File: src/rtl/regfile_ctrl.sv
// ---------------------------------------------------------------------------
// regfile_ctrl
//
// Instruction sequencer for an 8-entry x 8-bit register file with a single
// shared address port. It accepts one instruction at a time over a
// valid/ready handshake and then drives the register file's address, write
// data and write enable. It also keeps an accumulator that is fed from the
// register file's combinational read data.
//
// Opcodes: 00 LDI  rf[rsel] <= imm
//          01 ADD  {carry, acc} <= acc + rf[rsel]
//          10 ST   rf[rsel] <= acc
//          11 CLR  acc <= 0, carry <= 0
//
// Ports:
//   clk          rising-edge clock
//   rst          asynchronous active-low reset
//   instr_valid  instruction present on op/rsel/imm
//   instr_ready  high exactly while the sequencer is idle
//   op           opcode
//   rsel         target/source register index
//   imm          immediate used by LDI
//   rf_d         register file write data (registered)
//   rf_n         register file shared address (registered)
//   rf_w         register file write enable (registered)
//   rf_q         register file combinational read data
//   acc          accumulator
//   carry        carry out of the most recent ADD
//   done         one-cycle pulse when an instruction completes
// ---------------------------------------------------------------------------
module regfile_ctrl #(
  parameter int DW = 8,
  parameter int AW = 3
) (
  input  logic          clk,
  input  logic          rst,
  input  logic          instr_valid,
  output logic          instr_ready,
  input  logic [1:0]    op,
  input  logic [AW-1:0] rsel,
  input  logic [DW-1:0] imm,
  output logic [DW-1:0] rf_d,
  output logic [AW-1:0] rf_n,
  output logic          rf_w,
  input  logic [DW-1:0] rf_q,
  output logic [DW-1:0] acc,
  output logic          carry,
  output logic          done
);

  localparam logic [1:0] OP_LDI = 2'b00;
  localparam logic [1:0] OP_ADD = 2'b01;
  localparam logic [1:0] OP_ST  = 2'b10;
  localparam logic [1:0] OP_CLR = 2'b11;

  typedef enum logic [1:0] {
    IDLE = 2'd0,
    RD   = 2'd1,
    WR   = 2'd2,
    DONE = 2'd3
  } state_t;

  state_t state;

  // The operand is zero-extended by one bit so the carry falls out as bit DW
  // of the sum.
  logic [DW:0] sum;

  assign sum = {1'b0, acc} + {1'b0, rf_q};

  // Single sequencer process. Every output is registered and set one edge
  // ahead of the state in which it must be visible, so rf_w is high during
  // WR and done is high during DONE. instr_ready mirrors "state == IDLE" and
  // is forced high by reset together with the state.
  // rf_n and rf_d keep their last values in IDLE; only the accept edge
  // reloads them, which is where rsel/imm are captured.
  // Reset clears rf_w asynchronously so a write that was in flight never
  // reaches the register file.
  always_ff @(posedge clk or negedge rst) begin
    if (!rst) begin
      state       <= IDLE;
      instr_ready <= 1'b1;
      rf_d        <= '0;
      rf_n        <= '0;
      rf_w        <= 1'b0;
      acc         <= '0;
      carry       <= 1'b0;
      done        <= 1'b0;
    end else begin
      case (state)
        IDLE: begin
          done <= 1'b0;
          rf_w <= 1'b0;
          if (instr_valid) begin
            rf_n        <= rsel;
            instr_ready <= 1'b0;
            case (op)
              OP_LDI: begin
                rf_d  <= imm;
                rf_w  <= 1'b1;
                state <= WR;
              end
              OP_ST: begin
                // acc does not change during WR, so sampling it here is
                // the same value the write would see one cycle later.
                rf_d  <= acc;
                rf_w  <= 1'b1;
                state <= WR;
              end
              OP_ADD: begin
                state <= RD;
              end
              default: begin
                // CLR takes effect on the accept edge and skips straight
                // to the completion cycle.
                acc   <= '0;
                carry <= 1'b0;
                done  <= 1'b1;
                state <= DONE;
              end
            endcase
          end
        end

        RD: begin
          // rf_n has been stable for the whole cycle, so rf_q holds the
          // selected register (including a write committed earlier).
          {carry, acc} <= sum;
          done         <= 1'b1;
          state        <= DONE;
        end

        WR: begin
          rf_w  <= 1'b0;
          done  <= 1'b1;
          state <= DONE;
        end

        DONE: begin
          done        <= 1'b0;
          instr_ready <= 1'b1;
          state       <= IDLE;
        end

        default: begin
          rf_w        <= 1'b0;
          done        <= 1'b0;
          instr_ready <= 1'b1;
          state       <= IDLE;
        end
      endcase
    end
  end

endmodule

File: config.mk
export PLATFORM = sky130hd
export DESIGN_NAME = regfile_ctrl
export DESIGN_NICKNAME = d
export VERILOG_FILES = /design/src/rtl/regfile_ctrl.sv
export SDC_FILE = /design/constraint.sdc
export NUM_CORES = 1
export LEC_CHECK = 0
export ABC_AREA = 0
export ABC_CLOCK_PERIOD_IN_PS = 2300
export CORE_MARGIN = 3
export CORE_UTILIZATION = 26
export DETAILED_ROUTE_END_ITERATION = 16
export GPL_ROUTABILITY_DRIVEN = 0
export PLACE_DENSITY = 0.46
export SYNTH_ARGS = -nofsm -noshare
export SYNTH_HDL_FRONTEND = slang
export SYNTH_SLANG_ARGS = --single-unit
File: constraint.sdc
create_clock -name clk -period 2.3 [get_ports clk]
set_input_delay 0.46 -clock clk [delete_from_list [all_inputs] [get_ports clk]]
set_output_delay 0.46 -clock clk [all_outputs]
set_load 0.005 [all_outputs]
After elaboration in Yosys (flattened, before gate mapping)
Cells that the tools add are included.
{ "word_totals": {"ff_bits": 25, "output_inout_bits": 23, "elab_cells": 47} }
{ "classes": {"n_addsub": 1, "eq_ne": 7, "n_mux": 18, "n_reduce_logical": 13} }
{ "ops": {"columns": ["cell", "count"], "rows": [
  ["$pmux 8 s2", 2],
  ["$mux 8", 2],
  ["$add 8x8->9", 1],
  ["$reduce_bool 2->1", 4],
  ["$mux 1", 7],
  ["$eq 2x2->1 const B", 3],
  ["$pmux 1 s2", 3],
  ["$pmux 2 s3", 1],
  ["$reduce_and 3->1", 2],
  ["$eq 2x1->1 const B", 2],
  ["$logic_not 2->1", 2],
  ["$ne 2x2->1 const B", 2],
  ["$pmux 2 s2", 1],
  ["$reduce_and 2->1", 2],
  ["$reduce_or 2->1", 2],
  ["$pmux 1 s3", 1],
  ["$reduce_or 3->1", 1],
  ["$mux 2", 1]
]} }

Logic depth before layout (Yosys ltp)
Gate-level depths: netlist of run 1.
{ "depth": {"word_depth": 5, "depth_mapped": 8, "mapped_depth_nobuf": 7} }

Worst setup path after synthesis of run 1
OpenSTA, ideal clock, no wires.
{ "synth_path": {"path_kind": "in2reg", "from": "in rf_q[0]", "to": "reg carry", "setup_time_ns": 0.137, "t_arrival_ns": 1.798, "required_ns": 2.163, "slack_ns": 0.365, "path_stages": 7, "path_cell_list": "ha_1 > fa_1 > a211oi_2 > o21bai_1 > a21oi_2 > o21ba_2 > o221ai_1"} }
{ "synth_between": {"elab_chain_len": 2} }
{ "synth_rtl": {"columns": ["element", "line_no", "source"], "rows": [
  ["start: declaration", "45", "input logic [DW-1:0] rf_q,"],
  ["$add 8x8->9", "69", "assign sum = {1'b0, acc} + {1'b0, rf_q};"],
  ["$pmux 1 s2", "90", "case (state)"],
  ["end signal: assignment", "128", "{carry, acc} <= sum;"],
  ["end: declaration", "47", "output logic carry,"]
]} }
No other way between the ends.
A chain may end at the register's enable or synchronous reset.

Final worst setup path of run 1
Ends and elaborated chain as after synthesis.

==> results.json, run 1 <==
{
  "status": "complete, no violations",
  "drv_cap": 0,
  "syn_inst": 141,
  "layout_setup_ws_ps": 167.5,
  "mostFrequentLayoutCells": "46 x clkdlybuf4s50_1, 24 x dfrtp_1, 22 x nand2_1, 13 x ha_1, 11 x o21ai_0",
  "drive_gt1_frac": 0.1094,
  "arrival_ps": 2270,
  "whs_ps": 487.1,
  "dieArea_mm2": 0.006629,
  "grt_pass1_wl_um": 5865,
  "yosysWarnings": 0,
  "startpoint": "rf_q[0]",
  "die_h_um": 81.42,
  "num-nets-final": 231,
  "holdCritPathClass": "reg2reg",
  "io_buffers": 46,
  "max_slew_margin": 0.4116,
  "design_area_mm2": 0.002064,
  "cts_root_buf": "clkbuf_8",
  "wire_per_inst_um": 13.62,
  "worst_hold_startpoint": "rf_d[7]$_DFFE_PN0P_",
  "fin_crit_sh": 0.9272,
  "crit_required_ps": 2440,
  "hold_depth": 2,
  "hold_end": "rf_d[7]$_DFFE_PN0P_",
  "cts_tree": "done",
  "post-cts-setup-buffers": 0,
  "ant_nets": 0,
  "grt_usage": 0.1134,
  "achievable-frequency_mhz": 468.9,
  "cts_resized": 0,
  "vias": 1193,
  "cts_max_level": 1,
  "r2r-end": "carry$_DFFE_PN0P_",
  "drt_iter0_drc": 30,
  "avgSynthCellArea_um2": 10.49,
  "hold_viol_final": 0,
  "clkTransAtPathRegs_ps": 90,
  "p_leak_uw": 0.0008974,
  "clk_path_buf_depth": 2,
  "dp.cells": 258,
  "pre_cts_slack_ps": -126.5,
  "cts.sink_count": 25,
  "rows": 26,
  "clk_latency_ps": 260,
  "crit_path_max_fanout": 2,
  "hold_buffers": 0,
  "min_period_ps": 2133,
  "dp_hpwl_um": 2857,
  "endpoint_kind": "flop",
  "report.final.slew_viol_count": 0,
  "stdcell_count": 262,
  "grt_pass1_vias": 1195,
  "yosysSeqAreaShare": 0.4239,
  "tightest_slew_ps": 882.7,
  "route.detailed.drc": 0,
  "core_mm2": 0.005303,
  "reg2reg_depth": 7,
  "power.total_uw": 2146,
  "r2r_start": "acc[0]$_DFFE_PN0P_",
  "io_pins": 47,
  "dpl-instance-area_mm2": 0.002019,
  "initial_core_util": 0.2789,
  "synth.top_cell.area_share": 0.4061,
  "synth-seq-cells": 25,
  "synthDistinctLibCells": 32,
  "area_delta_synth_final_pct": 39.59,
  "via_per_inst": 4.553,
  "peakVddDrop_mv": 0.3142,
  "skew_ps": 6.116,
  "synth.area.top_cells": "dfrtp_1 41%, ha_1 11%, mux2i_1 6.8%",
  "die_w_um": 81.42,
  "synth_area_leader_cell": "dfrtp_1",
  "antennaDiodeCount": 0,
  "grt_start_max_net_pins": 26,
  "dr.pass1.iters": 4,
  "setup_viol_count_final": 0,
  "r2r_slack_ps": 340,
  "routed_wl_um": 3568,
  "antenna_found_initial": 0,
  "syn_area_mm2": 0.001479,
  "numCtsBuffers": 3,
  "cellPowerDensity_mw_per_mm2": 1040,
  "critPathKind": "in2reg",
  "synth_nets": 179,
  "rsz0062_at_grt": "no",
  "start_kind": "input port",
  "final_common_cell": "clkdlybuf4s50_1",
  "grt_overflow_total": 0
}
-- layer usage --
layer / global-route usage / wire (um)
met1: 0.1600 / 1711
met3: 0.006579 / 149
met2: 0.1857 / 1671
met4: 0.03547 / 36
met5: 0 / 0
-- worst max-delay path, cell delays in order --
cell and delay (ps):
clkdlybuf4s50_1 410, ha_1 230, fa_1 410, a211oi_2 220, o21bai_1 120, a21oi_2 180, o21ba_2 140, o221ai_1 100
-- cell usage after synthesis, drive strengths merged --
master and number:
dfrtp 24, nand2 23, o21ai 21, ha 13, mux2i 11, inv 6, a211oi 4, a21oi 4
buf 4, mux2 4, nor2 4, o31ai 4, a21o 2, nor3 2, o21bai 2, xnor2 2
xor2 2, a31oi 1, and3 1, dfstp 1, fa 1, nand3b 1, o211ai 1, o21ba 1
o221ai 1, or2 1
-- kinds of logic (layout without fill, tap and decap cells) --
family                     count (synthesis)  in the layout  share of synthesized area
muxes                                     15             15                     0.1134
AOI/OAI and AO/OA                         41             41                     0.1785
buffers and inverters                     10             61                    0.04568
and+or+nand+nor                           32             32                    0.09138
xor gates and xnor gates                   4              4                    0.02369
adders and majority gates                 14             14                     0.1235
DFF                                       25             25                     0.4239
-- metrics by stage --
step | setup TNS, ps | util
after floorplan | 0 | -
after global placement | -238.0 | 0.3808
after detailed placement | -279.9 | 0.3808
after CTS | 0 | 0.3893
after global routing | 0 | 0.3893
final | 0 | 0.3893
-- flip-flops by register name (all words and copies together) (netlist names) --
| register | flops |
|---|---|
| rf_d | 8 |
| rf_w | 1 |
| instr_ready | 1 |
| carry | 1 |
| rf_n | 3 |
| state | 2 |
| acc | 8 |
| done | 1 |
-- worst max path at each step --
stage | endpoint | slack (ps)
6_report | carry$_DFFE_PN0P_ | 170
5_1_grt | acc[7]$_DFFE_PN0P_ | 30
4_1_cts | carry$_DFFE_PN0P_ | 150
3_5_place_dp | carry$_DFFE_PN0P_ | -130
3_3_place_gp | carry$_DFFE_PN0P_ | -100
2_1_floorplan | carry$_DFFE_PN0P_ | 360
-- cell type report --
class,instances,area (um2)
Multi-Input combinational cell,106,784.5
Inverter,6,22.52
Clock buffer,4,45.04
Tap cell,70,87.58
Sequential cell,25,626.9
Fill cell,528,3238
Timing Repair Buffer,51,498.0
-- where the power goes --
| group | internal [uW] | switching [uW] |
|---|---|---|
| sequential | 627 | 138 |
| combinational | 621 | 497 |
| clock | 124 | 140 |
| total | 1370 | 774 |
Note: power is estimated with default switching activity, not from simulation.
==> inputs of run 2 (changes only) <==
CTS_CLUSTER_SIZE = 8   (was unset)
==> results of run 2 <==
The final DEF is identical to that of run 1; final timing and power are the same.
